===== src/rtl/vga_timing_pkg.sv =====
// Standard 640x480@60 Hz VGA timing constants and small shared helpers.
// Horizontal/vertical count 0 is the start of the sync pulse.
package vga_timing_pkg;

    typedef logic [9:0] cnt_t;

    localparam int VGA_H_TOTAL  = 800;
    localparam int VGA_H_SYNC   = 96;
    localparam int VGA_H_BP     = 48;
    localparam int VGA_H_ACTIVE = 640;
    localparam int VGA_V_TOTAL  = 525;
    localparam int VGA_V_SYNC   = 2;
    localparam int VGA_V_BP     = 33;
    localparam int VGA_V_ACTIVE = 480;

    // Visible windows, start inclusive, end exclusive (144..783 and 35..514).
    localparam int H_VIS_START = VGA_H_SYNC + VGA_H_BP;
    localparam int H_VIS_END   = H_VIS_START + VGA_H_ACTIVE;
    localparam int V_VIS_START = VGA_V_SYNC + VGA_V_BP;
    localparam int V_VIS_END   = V_VIS_START + VGA_V_ACTIVE;

    function automatic cnt_t wrap_inc(input cnt_t c, input cnt_t last);
        return (c == last) ? '0 : c + 10'd1;
    endfunction

endpackage


===== src/rtl/pixel_tick_gen.sv =====
// Divides the system clock by CLK_DIV and emits a registered one-clock
// pixel enable; with CLK_DIV=1 the enable stays high after the first edge.
module pixel_tick_gen #(
    parameter int CLK_DIV = 4
) (
    input  logic clk,
    input  logic rst_n,
    output logic pix_tick
);

    localparam logic [3:0] DIV_LAST = 4'(CLK_DIV - 1);

    logic [3:0] div;

    always_ff @(posedge clk or negedge rst_n) begin
        if (!rst_n) begin
            div      <= '0;
            pix_tick <= 1'b0;
        end else begin
            pix_tick <= (div == DIV_LAST);
            div      <= (div == DIV_LAST) ? 4'd0 : div + 4'd1;
        end
    end

    generate
        if (CLK_DIV < 1 || CLK_DIV > 16) begin : g_bad_div
            $error("pixel_tick_gen: CLK_DIV must be in 1..16");
        end
    endgenerate

endmodule


===== src/rtl/vga_timing_gen.sv =====
// VGA raster timing: pixel/line counters plus registered sync, active-video
// and frame-start outputs, all aligned with the counter values they describe.
module vga_timing_gen
    import vga_timing_pkg::*;
#(
    parameter int CLK_DIV  = 4,
    parameter int H_TOTAL  = VGA_H_TOTAL,
    parameter int H_SYNC   = VGA_H_SYNC,
    parameter int H_BP     = VGA_H_BP,
    parameter int H_ACTIVE = VGA_H_ACTIVE,
    parameter int V_TOTAL  = VGA_V_TOTAL,
    parameter int V_SYNC   = VGA_V_SYNC,
    parameter int V_BP     = VGA_V_BP,
    parameter int V_ACTIVE = VGA_V_ACTIVE
) (
    input  logic       clk,
    input  logic       rst_n,
    output logic       pix_tick,
    output logic [9:0] horiz_Cnt,
    output logic [9:0] vert_Cnt,
    output logic       hsync,
    output logic       vsync,
    output logic       video_on,
    output logic       frame_start
);

    localparam cnt_t        H_LAST   = cnt_t'(H_TOTAL - 1);
    localparam cnt_t        V_LAST   = cnt_t'(V_TOTAL - 1);
    localparam logic [10:0] H_SYNC_W = 11'(H_SYNC);
    localparam logic [10:0] V_SYNC_W = 11'(V_SYNC);
    localparam logic [10:0] H_VIS_LO = 11'(H_SYNC + H_BP);
    localparam logic [10:0] H_VIS_HI = 11'(H_SYNC + H_BP + H_ACTIVE);
    localparam logic [10:0] V_VIS_LO = 11'(V_SYNC + V_BP);
    localparam logic [10:0] V_VIS_HI = 11'(V_SYNC + V_BP + V_ACTIVE);

    // Compared at 11 bits so a window ending exactly at 1024 still works.
    function automatic logic past_sync(input cnt_t c, input logic [10:0] width);
        return {1'b0, c} >= width;
    endfunction

    function automatic logic in_window(input cnt_t c, input logic [10:0] lo,
                                       input logic [10:0] hi);
        return ({1'b0, c} >= lo) && ({1'b0, c} < hi);
    endfunction

    cnt_t h_next;
    cnt_t v_next;
    logic h_wrap;
    logic v_wrap;

    pixel_tick_gen #(
        .CLK_DIV (CLK_DIV)
    ) u_pixel_tick (
        .clk      (clk),
        .rst_n    (rst_n),
        .pix_tick (pix_tick)
    );

    always_comb begin
        h_wrap = pix_tick && (horiz_Cnt == H_LAST);
        v_wrap = h_wrap && (vert_Cnt == V_LAST);
        h_next = pix_tick ? wrap_inc(horiz_Cnt, H_LAST) : horiz_Cnt;
        v_next = h_wrap ? wrap_inc(vert_Cnt, V_LAST) : vert_Cnt;
    end

    // Decode from next-state counts so outputs line up with the counters.
    always_ff @(posedge clk or negedge rst_n) begin
        if (!rst_n) begin
            horiz_Cnt   <= '0;
            vert_Cnt    <= '0;
            hsync       <= 1'b0;
            vsync       <= 1'b0;
            video_on    <= 1'b0;
            frame_start <= 1'b0;
        end else begin
            horiz_Cnt   <= h_next;
            vert_Cnt    <= v_next;
            hsync       <= past_sync(h_next, H_SYNC_W);
            vsync       <= past_sync(v_next, V_SYNC_W);
            video_on    <= in_window(h_next, H_VIS_LO, H_VIS_HI) &&
                           in_window(v_next, V_VIS_LO, V_VIS_HI);
            frame_start <= v_wrap;
        end
    end

    generate
        if (H_TOTAL < 1 || H_TOTAL > 1024 || V_TOTAL < 1 || V_TOTAL > 1024) begin : g_bad_total
            $error("vga_timing_gen: H_TOTAL and V_TOTAL must be in 1..1024");
        end
        if (H_SYNC + H_BP + H_ACTIVE > H_TOTAL) begin : g_bad_h
            $error("vga_timing_gen: horizontal sync+porch+active exceeds H_TOTAL");
        end
        if (V_SYNC + V_BP + V_ACTIVE > V_TOTAL) begin : g_bad_v
            $error("vga_timing_gen: vertical sync+porch+active exceeds V_TOTAL");
        end
    endgenerate

endmodule


===== config.mk =====
export PLATFORM = sky130hd
export DESIGN_NAME = vga_timing_gen
export DESIGN_NICKNAME = d
export VERILOG_FILES = /design/src/rtl/vga_timing_pkg.sv /design/src/rtl/pixel_tick_gen.sv /design/src/rtl/vga_timing_gen.sv
export SDC_FILE = /design/constraint.sdc
export NUM_CORES = 1
export LEC_CHECK = 0
export CORE_ASPECT_RATIO = 1.5
export CORE_MARGIN = 2
export CORE_UTILIZATION = 45
export CTS_CLUSTER_DIAMETER = 30
export DETAILED_ROUTE_END_ITERATION = 16
export DONT_BUFFER_PORTS = 1
export GPL_TIMING_DRIVEN = 0
export SYNTH_ARGS = -nofsm -noshare
export SYNTH_HDL_FRONTEND = slang
export SYNTH_SLANG_ARGS = --single-unit

===== constraint.sdc =====
create_clock -name clk -period 3.34 [get_ports clk]
set_clock_uncertainty 0.1 [all_clocks]
set_input_delay 0.668 -clock clk [delete_from_list [all_inputs] [get_ports clk]]
set_output_delay 0.668 -clock clk [all_outputs]
set_load 0.01 [all_outputs]

==> impl_metrics.env <==
export IMPL_crit_fanout=6
export IMPL_maxCapViolations=0
export IMPL_core_area_um2=3350
export IMPL_post_route_cells_drive_above_1_share_pct=17.8
export IMPL_antenna_violating_nets_post_route=0
export IMPL_gp_routability_congestion=0.854
export IMPL_gr_total_overflow=0
export IMPL_die_area_um2=3970
export IMPL_layout_worst_path_cycle_share_pct=95.1
export IMPL_worst_flop_to_flop_path_endpoint="video_on"
export IMPL_timing_setup_tns_ps=0
export IMPL_yosysSeqAreaShare_pct=46.5
export IMPL_yosys_area_top_type_share_pct=46.5
export IMPL_endpoint_kind="register"
export IMPL_drt_iter0_markers=38
export IMPL_max_clock_freq_mhz=315
export IMPL_multiInputGateArea_um2=771
export IMPL_max_slew_margin_pct=59.9
export IMPL_final_net_count=168
export IMPL_finalHoldViolCount=0
export IMPL_post_cts_setup_buffer_count=0
export IMPL_netlist_area_um2=1560
export IMPL_placement_io_buffers=0
export IMPL_finalWorstPathRequiredPeriod_ps=3180
export IMPL_core_rowCount=26
export IMPL_vias_per_cell=6.07
export IMPL_setup_viol_count_final=0
export IMPL_post_synth_num_cell_types=47
export IMPL_cts_tree="built"
export IMPL_worst_hold_slack_ps=103
export IMPL_synth_top_cells_by_area="sky130_fd_sc_hd__dfrtp_1, sky130_fd_sc_hd__inv_1, sky130_fd_sc_hd__nand3_1, sky130_fd_sc_hd__ha_1, sky130_fd_sc_hd__nor2_1"
export IMPL_insertedDiodeCount=0
export IMPL_synth_seq_cells=29
export IMPL_timing_rr_start="horiz_Cnt[6]"
export IMPL_grt_max_degree=30
export IMPL_grt_pass1_vias=1247
export IMPL_clock_tree_htree_level_count=2
export IMPL_crit_arrival_ps=3260
export IMPL_critical_path_required_ps=3420
export IMPL_yosysMostFrequentCell="sky130_fd_sc_hd__dfrtp_1"
export IMPL_syn_mean_instance_area_um2=10.1
export IMPL_height_of_the_chip_um=76.1
export IMPL_setup_reg_to_reg_worst_slack_ps=160
export IMPL_yosysWarnings=0
export IMPL_area_of_all_sequential_standard_cells_um2=729
export IMPL_synth_nets=160
export IMPL_clock_sinks=29
export IMPL_grtUsageTotal_pct=20.1
export IMPL_die_width_um=52.1
export IMPL_final_fill_count=301
export IMPL_areaGrowthSynthToFinish_pct=13.1
export IMPL_reg2regPathDepth=7
export IMPL_yosys_area_top_type="sky130_fd_sc_hd__dfrtp_1"
export IMPL_initial_utilization_pct=46.6
export IMPL_detail_route_wl_per_cell_um=17.1
export IMPL_total_power_w=0.000734
export IMPL_drc_errors_left=0
export IMPL_cells_after_synthesis=154
export IMPL_slew_violations=0
export IMPL_timing_worst_setup_path_type="reg2reg"
export IMPL_cts_buffers_inserted=5
export IMPL_totalWireLength_um=3500
export IMPL_clock_root_buffer="sky130_fd_sc_hd__clkbuf_8"
export IMPL_via_count=1245
export IMPL_ys_top_cells_by_count="sky130_fd_sc_hd__dfrtp_1, sky130_fd_sc_hd__inv_1, sky130_fd_sc_hd__nand3_1, sky130_fd_sc_hd__nor2_1, sky130_fd_sc_hd__nand2_1"
export IMPL_hpwlAfterDp_um=2540
export IMPL_critPathLaunchType="register"
export IMPL_tightest_slew_ps=598
export IMPL_worst_skew_pair_late_latency_ps=280
export IMPL_power_leakage_nw=0.787
export IMPL_grt_setup_unrepaired="no"
export IMPL_ys_dominant_reg_cell="sky130_fd_sc_hd__dfrtp_1"
export IMPL_antenna_violations_before_repair=0
export IMPL_detailedRoute_firstPassIterationCount=4
export IMPL_min_delay_path_class="in2async"
export IMPL_clk_pin_slew_worst_paths_ps=70
export IMPL_max_clock_path_buffers=2
export IMPL_num_io_pins=27
export IMPL_areal_power_density_over_the_cells_nw_per_um2=416
export IMPL_synth_edff_count=0
export IMPL_outcome="completed"
export IMPL_grt_pass1_wl_um=5870
export IMPL_ir_drop_mv=0.250
export IMPL_synthArstFlopShare_pct=100
flip-flops by register name, summed over array words and instances, names as in the netlist:
| signal | cells |
|---|---|
| hsync | 1 |
| frame_start | 1 |
| u_pixel_tick.div | 4 |
| video_on | 1 |
| horiz_Cnt | 10 |
| vert_Cnt | 10 |
| vsync | 1 |
| u_pixel_tick.pix_tick | 1 |
metal layers:
layer  vias to the layer above  GRT usage [%]  share of wire (%)  wire (µm)
met5                         -              0                  0          0
li1                        578              -                  -          -
met1                       603           20.9                 37       1290
met3                        14           8.04                6.9        240
met2                        50           32.7                 52       1800
met4                         0           11.8                4.5        157
layout by cell type, fill, tap and decap left out, drive strengths merged, types with 2 or more instances in the layout:
master	instances
nand2	10
or4b	2
a2bb2oi	2
o21ai	5
o311ai	2
nor3	6
clkbuf	8
a31o	2
or3	3
xor2	4
xnor2	5
inv	18
buf	2
o31ai	2
nand3	12
o211ai	2
dfrtp	29
nor2	12
mux2i	3
a21oi	4
ha	4
nor2b	2
nand4	6
o41ai	2
repair_timing:
action                                  4_1_cts  5_1_grt
resized for setup                             2        5
endpoints found under the setup margin        1        1
hold buffers                                  1        0
hold endpoints to repair                     29        0
cell type report:
type / count / share of cell area, %
Buffer: 2 / 0.567
Tap cell: 42 / 2.97
Clock buffer: 7 / 4.89
Sequential cell: 29 / 41.3
Inverter: 18 / 3.82
Clock inverter: 1 / 1.70
Multi-Input combinational cell: 105 / 43.6
Timing Repair Buffer: 1 / 1.13
how the worst max path moves through the flow:
stage | start | to | slack, ps | depth (start not counted)
after detailed placement | horiz_Cnt[5] | video_on | -10 | 7
after CTS | horiz_Cnt[5] | video_on | 30 | 7
after floorplan | horiz_Cnt[5] | video_on | 280 | 7
final | horiz_Cnt[6] | video_on | 160 | 7
after global routing | horiz_Cnt[6] | video_on | 3 | 7
after global placement | u_pixel_tick.pix_tick | video_on | 6 | 8
critical path: stages, from the launching register on:
cell	delay (ps)
sky130_fd_sc_hd__dfrtp_1	490
sky130_fd_sc_hd__or4b_4	610
sky130_fd_sc_hd__or4_4	540
sky130_fd_sc_hd__nor3_2	160
sky130_fd_sc_hd__mux2i_1	240
sky130_fd_sc_hd__nand3_1	150
sky130_fd_sc_hd__or4b_1	510
sky130_fd_sc_hd__a221oi_2	290
where the power goes:
group / switching [W] / internal (W)
Combinational: 0.00000664 / 0.00000247
Sequential: 0 / 0.000351
Clock: 0.000131 / 0.000243
stage by stage:
step | instances | area, µm² | worst slack, ps | utilization (%)
finish | 205 | 1770 | 163 | 52.7
global route | 205 | 1770 | 2.79 | 52.7
CTS | 205 | 1760 | 32.3 | 52.4
detailed placement | 196 | 1610 | -12.6 | 48.2
global placement | 196 | 1610 | 6.27 | 48.2
floorplan | 154 | 1560 | 278 | -
cells by family (layout without fill, tap and decap cells):
logic type                 count (synthesis)  after routing  synth area share [%]
DFF                                       29             29                  46.5
and+or+nand+nor                           64             64                  24.8
buffers and inverters                     20             29                  4.89
AOI/OAI and AO/OA                         24             24                  12.9
muxes                                      4              4                  2.64
adders and majority gates                  4              4                  3.21
xor gates and xnor gates                   9              9                  5.05
(Power assumes the default switching activity.)
